==> config.mk <==
export PLATFORM = sky130hd
export DESIGN_NAME = spi_slave_param
export DESIGN_NICKNAME = d
export VERILOG_FILES = /design/src/rtl/spi_slave_param.sv
export SDC_FILE = /design/constraint.sdc
export NUM_CORES = 1
export LEC_CHECK = 0
export ABC_AREA = 1
export BUFFER_PORTS_ARGS = -buffer_cell sky130_fd_sc_hd__buf_2
export CORE_AREA = 2 2 88 111
export DETAILED_ROUTE_END_ITERATION = 8
export DIE_AREA = 0 0 90 113
export PLACE_DENSITY = 0.76
export RECOVER_POWER = 25
export SKIP_CTS_REPAIR_TIMING = 1
export SYNTH_ARGS = -nofsm -noshare
export SYNTH_HDL_FRONTEND = slang
export SYNTH_SLANG_ARGS = --single-unit
export TNS_END_PERCENT = 10
==> constraint.sdc <==
create_clock -name clk -period 2 [get_ports clk]
set_input_delay 0.2 -clock clk [delete_from_list [all_inputs] [get_ports clk]]
set_output_delay 0.2 -clock clk [all_outputs]
set_load 0.01 [all_outputs]
==> src/rtl/spi_slave_param.sv <==
// SPI slave with clk-domain oversampling of SCK/SSEL/MOSI, configurable word widths,
// SPI mode and bit order, multi-word streaming per frame and truncated-frame reporting.
`timescale 1ns/1ps
module spi_slave_param #(
  parameter int unsigned RX_WIDTH    = 32,
  parameter int unsigned TX_WIDTH    = 16,
  parameter bit          CPOL        = 1'b0,
  parameter bit          CPHA        = 1'b0,
  parameter bit          MSB_FIRST   = 1'b1,
  parameter int unsigned SYNC_STAGES = 3
) (
  input  logic                clk,
  input  logic                rst_n,
  input  logic                SCK,
  input  logic                SSEL,
  input  logic                MOSI,
  output logic                MISO,
  output logic                MISO_OE,
  input  logic [TX_WIDTH-1:0] READ_OUT,
  output logic                TX_LOAD,
  output logic [RX_WIDTH-1:0] DATA_OUT,
  output logic                DATA_READY,
  output logic                FRAME_ERR
);

  // state  | meaning
  // IDLE   | no frame; waiting for a qualified SSEL falling edge
  // ACTIVE | frame in progress; shifting RX/TX on SCK edges
  typedef enum logic {IDLE = 1'b0, ACTIVE = 1'b1} state_t;

  localparam int unsigned RCW = $clog2(RX_WIDTH + 1);
  localparam int unsigned TCW = $clog2(TX_WIDTH);
  localparam logic [RCW-1:0] RX_FULL = RCW'(RX_WIDTH);
  localparam logic [TCW-1:0] TX_LAST = TCW'(TX_WIDTH - 1);
  localparam int unsigned S = SYNC_STAGES;

  state_t state_q, state_d;

  logic [S-1:0] sck_s_q, ssel_s_q, mosi_s_q, vld_q;
  logic         armed_q, armed_d;

  logic [RX_WIDTH-1:0] rx_shift_q, rx_shift_d;
  logic [RCW-1:0]      rx_cnt_q, rx_cnt_d;
  logic [RX_WIDTH-1:0] dout_q, dout_d;
  logic                rdy_q, rdy_d, ferr_q, ferr_d;

  logic [TX_WIDTH-1:0] tx_shift_q, tx_shift_d;
  logic [TCW-1:0]      tx_cnt_q, tx_cnt_d;
  logic                tx_live_q, tx_live_d;
  logic                tx_load_q, tx_load_d;
  logic                miso_q, miso_d;

  logic sck_rise, sck_fall, lead_edge, trail_edge, sample_edge, shift_edge;
  logic ssel_real_high, ssel_fall, ssel_rise, mosi_bit;
  logic active, enter, leave;

  function automatic logic tx_bit(input logic [TX_WIDTH-1:0] v);
    return MSB_FIRST ? v[TX_WIDTH-1] : v[0];
  endfunction

  function automatic logic [TX_WIDTH-1:0] tx_adv(input logic [TX_WIDTH-1:0] v);
    return MSB_FIRST ? {v[TX_WIDTH-2:0], 1'b0} : {1'b0, v[TX_WIDTH-1:1]};
  endfunction

  always_ff @(posedge clk or negedge rst_n) begin
    if (!rst_n) begin
      sck_s_q  <= {S{CPOL}};
      ssel_s_q <= {S{1'b1}};
      mosi_s_q <= '0;
      vld_q    <= '0;
      armed_q  <= 1'b0;
    end else begin
      sck_s_q  <= {sck_s_q[S-2:0], SCK};
      ssel_s_q <= {ssel_s_q[S-2:0], SSEL};
      mosi_s_q <= {mosi_s_q[S-2:0], MOSI};
      vld_q    <= {vld_q[S-2:0], 1'b1};
      armed_q  <= armed_d;
    end
  end

  // The reset value of the SSEL synchroniser is not a real observation of SSEL,
  // so a falling edge only counts once a genuinely sampled high has been seen.
  assign ssel_real_high = vld_q[S-1] & ssel_s_q[S-1];
  assign armed_d        = armed_q | ssel_real_high;
  assign ssel_fall      = armed_d & ssel_s_q[S-1] & ~ssel_s_q[S-2];
  assign ssel_rise      = ~ssel_s_q[S-1] & ssel_s_q[S-2];

  assign sck_rise    = sck_s_q[S-2] & ~sck_s_q[S-1];
  assign sck_fall    = ~sck_s_q[S-2] & sck_s_q[S-1];
  assign lead_edge   = CPOL ? sck_fall : sck_rise;
  assign trail_edge  = CPOL ? sck_rise : sck_fall;
  assign sample_edge = CPHA ? trail_edge : lead_edge;
  assign shift_edge  = CPHA ? lead_edge : trail_edge;
  assign mosi_bit    = mosi_s_q[S-1];

  always_ff @(posedge clk or negedge rst_n) begin
    if (!rst_n) state_q <= IDLE;
    else        state_q <= state_d;
  end

  always_comb begin
    state_d = state_q;
    case (state_q)
      IDLE:    if (ssel_fall) state_d = ACTIVE;
      ACTIVE:  if (ssel_rise) state_d = IDLE;
      default: state_d = IDLE;
    endcase
  end

  assign active = (state_q == ACTIVE);
  assign enter  = (state_q == IDLE) & ssel_fall;
  assign leave  = active & ssel_rise;

  // A word completed on the same clk as SSEL rising is still delivered next clk.
  always_comb begin
    rx_shift_d = rx_shift_q;
    rx_cnt_d   = rx_cnt_q;
    dout_d     = dout_q;
    rdy_d      = 1'b0;
    ferr_d     = 1'b0;
    if (rx_cnt_q == RX_FULL) begin
      dout_d   = rx_shift_q;
      rdy_d    = 1'b1;
      rx_cnt_d = '0;
    end else if (active && sample_edge) begin
      rx_shift_d = MSB_FIRST ? {rx_shift_q[RX_WIDTH-2:0], mosi_bit}
                             : {mosi_bit, rx_shift_q[RX_WIDTH-1:1]};
      rx_cnt_d   = rx_cnt_q + RCW'(1);
    end
    if (enter) begin
      rx_cnt_d = '0;
    end else if (leave && (rx_cnt_d != RX_FULL)) begin
      ferr_d   = (rx_cnt_d != '0);
      rx_cnt_d = '0;
    end
  end

  // With CPHA=1 the first shift edge only exposes the first bit.
  always_comb begin
    tx_shift_d = tx_shift_q;
    tx_cnt_d   = tx_cnt_q;
    tx_live_d  = tx_live_q;
    tx_load_d  = 1'b0;
    if (enter) begin
      tx_shift_d = READ_OUT;
      tx_load_d  = 1'b1;
      tx_cnt_d   = '0;
      tx_live_d  = ~CPHA;
    end else if (leave) begin
      tx_cnt_d  = '0;
      tx_live_d = 1'b0;
    end else if (active && shift_edge) begin
      if (!tx_live_q) begin
        tx_live_d = 1'b1;
      end else if (tx_cnt_q == TX_LAST) begin
        tx_shift_d = READ_OUT;
        tx_load_d  = 1'b1;
        tx_cnt_d   = '0;
      end else begin
        tx_shift_d = tx_adv(tx_shift_q);
        tx_cnt_d   = tx_cnt_q + TCW'(1);
      end
    end
    miso_d = ((state_d == ACTIVE) && tx_live_d) ? tx_bit(tx_shift_d) : 1'b0;
  end

  always_ff @(posedge clk or negedge rst_n) begin
    if (!rst_n) begin
      rx_shift_q <= '0;
      rx_cnt_q   <= '0;
      dout_q     <= '0;
      rdy_q      <= 1'b0;
      ferr_q     <= 1'b0;
      tx_shift_q <= '0;
      tx_cnt_q   <= '0;
      tx_live_q  <= 1'b0;
      tx_load_q  <= 1'b0;
      miso_q     <= 1'b0;
    end else begin
      rx_shift_q <= rx_shift_d;
      rx_cnt_q   <= rx_cnt_d;
      dout_q     <= dout_d;
      rdy_q      <= rdy_d;
      ferr_q     <= ferr_d;
      tx_shift_q <= tx_shift_d;
      tx_cnt_q   <= tx_cnt_d;
      tx_live_q  <= tx_live_d;
      tx_load_q  <= tx_load_d;
      miso_q     <= miso_d;
    end
  end

  assign MISO       = miso_q;
  assign MISO_OE    = active;
  assign TX_LOAD    = tx_load_q;
  assign DATA_OUT   = dout_q;
  assign DATA_READY = rdy_q;
  assign FRAME_ERR  = ferr_q;

endmodule

* Yosys cells after proc, flatten, opt, wreduce, memory -nomap -nowiden
Index checks and enable logic that the tools add are counted.
** Cells by class
- Add/subtract/negate cells :: 2
- Multiply operators :: 0
- Div/mod/pow operators :: 0
- Magnitude comparators :: 0
- Equal/unequal tests :: 4
- Shifts and indexed selects :: 0
- Muxes and demuxes :: 29
- Bitwise logic cells :: 15
- Reduce and logical (&&, ||, !) cells :: 12
** Operators with widths (number)
- $mux W16 :: 5
- $mux W6 :: 4
- $mux W4 :: 5
- $mux W1 :: 14
- $and A1 B1 Y1 :: 8
- $add A6 B1 Y6 const B :: 1
- $eq A6 B6 Y1 const B :: 1
- $ne A6 B6 Y1 const B :: 1
- $not A1 Y1 :: 6
- $reduce_bool A3 Y1 :: 2
- $reduce_bool A6 Y1 :: 1
- $add A4 B1 Y4 const B :: 1
- $eq A4 B4 Y1 const B :: 1
- $logic_and A1 B1 Y1 :: 4
- $reduce_and A2 Y1 :: 2
- $reduce_bool A2 Y1 :: 2
- $reduce_and A3 Y1 :: 1
- $ne A2 B2 Y1 const B :: 1
- $pmux W1 S2 :: 1
- $or A1 B1 Y1 :: 1
** Word-level totals
- Register bits after elaboration :: 109
- Bits in latches :: 0
- Memory bits (writable) :: 0
- Memory bits (read-only) :: 0
- Input port bits :: 21
- Word-level logic and storage cells :: 79
- Memories kept :: 0

* Depth between registers and ports, before layout
- Word-level depth :: 9
- Depth in mapped cells :: 11
- Gate-level depth less buffers :: 11

* Worst setup path before layout
OpenSTA, ideal clock, no wires.
- Kind :: reg-to-reg
- Start :: register ssel_s_q[2]
- End :: register miso_q (netlist: MISO)
- Arrival time :: 1.387 ns
- Data required time :: 1.885 ns
- Setup slack :: 0.498 ns
- Stages on the path, launching flop included :: 9
- Period minus slack after synthesis :: 1.502 ns
- Path through :: dfstp_2 > a21o_1 > nand3_2 > buf_6 > nand2_4 > nand2_4 > or2_0 > nand2_1 > nor2_1
** Between the ends
- Word-level cells in the longest chain between the ends :: 8
- Elaborated cells on any way between the ends :: 17
** Ends and longest elaborated chain
- start: declaration :: RTL line 39 : logic [S-1:0] sck_s_q, ssel_s_q, mosi_s_q, vld_q;
- start signal: assignment :: RTL line 68 : ssel_s_q <= {S{1'b1}};
- start signal: assignment :: RTL line 74 : ssel_s_q <= {ssel_s_q[S-2:0], SSEL};
- $and A1 B1 Y1 * :: RTL line 83 : assign ssel_real_high = vld_q[S-1] & ssel_s_q[S-1];
- $or A1 B1 Y1 * :: RTL line 84 : assign armed_d = armed_q | ssel_real_high;
- named net armed_d :: RTL line 40 : logic armed_q, armed_d;
- $and A1 B1 Y1 * (2 in a row) :: RTL line 85 : assign ssel_fall = armed_d & ssel_s_q[S-1] & ~ssel_s_q[S-2];
- $mux W1 or $and A1 B1 Y1 (tied branches) :: RTL line 104, 111
- $pmux W1 S2 or $mux W1 (tied branches) :: RTL line 103, 144
- $logic_and A1 B1 Y1 :: RTL line 164 : miso_d = ((state_d == ACTIVE) && tx_live_d) ? tx_bit(tx_shift_d) : 1'b0;
- $mux W1 * :: RTL line 164
- named net miso_d :: RTL line 51 : logic miso_q, miso_d;
- end signal: assignment :: RTL line 189 : miso_q <= miso_d;
- end: declaration :: RTL line 51
The timed path passes the listed nets; every way through them passes the cells marked *. The select of a mux whose other input is x is not followed.
A chain may end at the register's enable or synchronous reset.

* Worst setup path after layout
Same ends and word-level chain as after synthesis.

==> qor_table.md <==
| Item | Reported |
|---|---|
| Max-cap viol count | 0 |
| Post-placement setup slack | 313 ps |
| Final GP Congestion | 0.842 |
| CTS tree | yes |
| Cell row count | 39 |
| Register Area | 2730 um2 |
| Mean area per synthesized cell | 9.34 um2 |
| I/O pin count | 58 |
| Total global routing track utilization | 0.175 |
| Total area of multi-input combinational cells | 1400 um2 |
| Clock skew | 4.81 ps |
| Commonest non-fill, non-tap cell in the layout | nand2_1 |
| Worst path buffer plus inverter count | 0 |
| Worst slew margin relative to its limit | 0.526 |
| Vias | 3242 |
| Maximum number of pins on one net before global-route repair | 74 |
| Highest attainable clock frequency | 580 MHz |
| Gate count of the mapped netlist | 481 |
| Sink Count | 109 |
| Max-slew violations | 0 |
| Standard cell with the maximum stage delay on the critical path | dfstp_1 |
| Fin. Hold Viols | 0 |
| Buffers on Ports | 57 |
| First-pass DRT Iterations | 5 |
| Number of vias per cell | 4.86 |
| Post-synthesis cell area | 4490 um2 |
| Outcome | complete, no violations |
| Minimum clock period | 1720 ps |
| ANT nets after route | 0 |
| Library cell used as clock root buffer | clkbuf_16 |
| Cell accounting for the most synthesized area | dfrtp_1 |
| Unique masters post-synth | 33 |
| Die area | 10200 um2 |
| Highest net fanout along the worst path | 27 |
| Clock insertion delay at the later pin of the skew report | 340 ps |
| Most area-consuming cells after synthesis | dfrtp_1, nand2_1, o21ai_0 |
| Number of synthesized register bits | 109 |
| Clock slew at reported path FFs | 70 ps |
| Hpwl dp | 5790 um |
| Initial core utilization | 0.495 |
| Areal power density over the cells | 1000 nW/um2 |
| Deepest clock path buffer count | 2 |
| Element type at the critical path end | flop |
| RSZ-0062 raised after global routing | false |
| Fill cell instance count of the final layout | 814 |
| Synth Warn # | 0 |
| Setup crit start kind | flop |
| Final period utilization | 0.861 |
| Fraction of synthesized cell area taken by the top area cell type | 0.590 |
| Num CTS Buffers | 9 |
| Cells traversed along the worst timing path | a21o_1 -> nand3_2 -> nand2_4 -> nand2_4 -> or2_0 -> nand2_1 -> nor2_1 |
| Fraction of final layout cells sized beyond drive strength 1 | 0.173 |
| Hold WS | 71.8 ps |
| Total overflow reported by the global router | 0 |
| CP top delay family | simple AND/OR/NAND/NOR gates |
| Final WS setup | 277 ps |
| # DRC | 0 |
| Commonest non-fill, non-tap cells in the layout | nand2_1, dfrtp_1, o21ai_0, inv_1, buf_2 |
| Height of the chip | 113 um |
| Antenna Diode Count | 0 |
| Data required, critical path | 2240 ps |
| First-pass GRT wire length | 14400 um |
| Pin slew with the least headroom to its limit | 711 ps |
| Top cell by count, worst path | nand2_4 |
| Final Net Count | 563 |
| Area added between synthesis and finish | 16.4% |
| Post-detailed-route wirelength per cell | 12.9 um |
| Share of synthesized area occupied by flip-flops and latches | 0.608 |
| H-tree lvl count | 3 |
| Final setup fails | 0 |
| Delay of the slowest cell on the worst path | 570 ps |
| Post-Route Setup TNS | 0 ps |
| LEAKAGE | 2.57 nW |
| Die X-Extent | 90 um |
| Placeable core region | 9080 um2 |
| Crit path arrival time | 1960 ps |
| Number of global-route vias before repair | 3148 |
| Critical Setup Path Class | reg2reg |
| Syn_nets | 505 |
| Initial antenna violation count | 0 |
| Number of design-rule violations left by the first detailed-router iteration | 177 |
| Maximum resistive drop on vdd | 0.594 mV |
| Total detailed-routing wirelength | 8580 um |
| Hold/Removal Path Class | in2reg |
==> cells in the mapped netlist, drive strengths merged <==
cell    instances
a21o            1
nand4           5
or2             1
o21bai          1
nand2         124
a211oi          3
a21oi          13
buf            15
clkbuf          5
o21ai          76
dfrtp         106
nand3          20
dfstp           3
inv            64
ha              3
a31oi           3
o211ai          2
o22ai           2
nor2           32
nor3            1
conb            1
==> through the flow <==
step	power (mW)	util	cell area [um2]	std cells
floorplan	3.20	-	4490	481
global placement	3.37	0.538	4880	647
detailed placement	3.42	0.538	4880	647
CTS	5.29	0.573	5200	663
global route	5.52	0.576	5230	667
finish	5.24	0.576	5230	667
==> report_power, final <==
group | switching, mW | internal (mW) | total, mW | leakage (nW)
combinational | 0.465 | 0.282 | 0.747 | 0.992
clock | 0.839 | 1.00 | 1.84 | 0.149
sequential | 0.166 | 2.48 | 2.65 | 1.43
==> worst min-delay path, cell delays in order <==
cell     delay [ps]
buf_2            80
nand2_1          40
o21ai_0          50
==> flip-flops by register name, indices dropped and copies added (netlist names) <==
| register | flops |
|---|---|
| MISO | 1 |
| tx_shift_q | 16 |
| tx_live_q | 1 |
| TX_LOAD | 1 |
| tx_cnt_q | 4 |
| sck_s_q | 3 |
| vld_q | 3 |
| DATA_OUT | 32 |
| mosi_s_q | 3 |
| armed_q | 1 |
| FRAME_ERR | 1 |
| MISO_OE | 1 |
| rx_shift_q | 32 |
| ssel_s_q | 3 |
| rx_cnt_q | 6 |
| DATA_READY | 1 |
==> worst paths after layout <==
check	start	endpoint	slack (ps)	depth (start not counted)
min reg2reg	sck_s_q[0]	sck_s_q[1]	350	0
min	READ_OUT[0]	tx_shift_q[0]	70	3
max in group asynchronous	rst_n	tx_shift_q[15]	600	3
min in group asynchronous	rst_n	vld_q[2]	330	2
max reg2reg	ssel_s_q[2]	MISO	280	7
max	ssel_s_q[2]	MISO	280	7
==> cell type report <==
| type | instances | share of cell area |
|---|---|---|
| Inverter | 64 | 0.0459 |
| Clock inverter | 7 | 0.0177 |
| Timing Repair Buffer | 67 | 0.0749 |
| Clock buffer | 9 | 0.0431 |
| Sequential cell | 109 | 0.522 |
| Multi-Input combinational cell | 288 | 0.267 |
| Tap cell | 123 | 0.0294 |
==> cells by family (layout without fill, tap and decap cells) <==
logic type / count (synthesis) / in the layout / share of synthesized area
buffers and inverters: 84 / 147 / 0.0816
DFF: 109 / 109 / 0.608
adders and majority gates: 3 / 3 / 0.00835
AOI/OAI and AO/OA: 101 / 101 / 0.118
other: 1 / 1 / 0.000834
and+or+nand+nor: 183 / 183 / 0.184
==> routing by layer <==
layer  vias to the layer above  track usage  share of wire  routed length, um
li1                       1632            -              -                  -
met1                      1533        0.224           0.45               3820
met2                        68        0.296           0.51               4340
met3                         9       0.0300          0.037                314
met4                         0       0.0779          0.013                108
met5                         -            0              0                  0
Power figures use the tool's default switching activity.
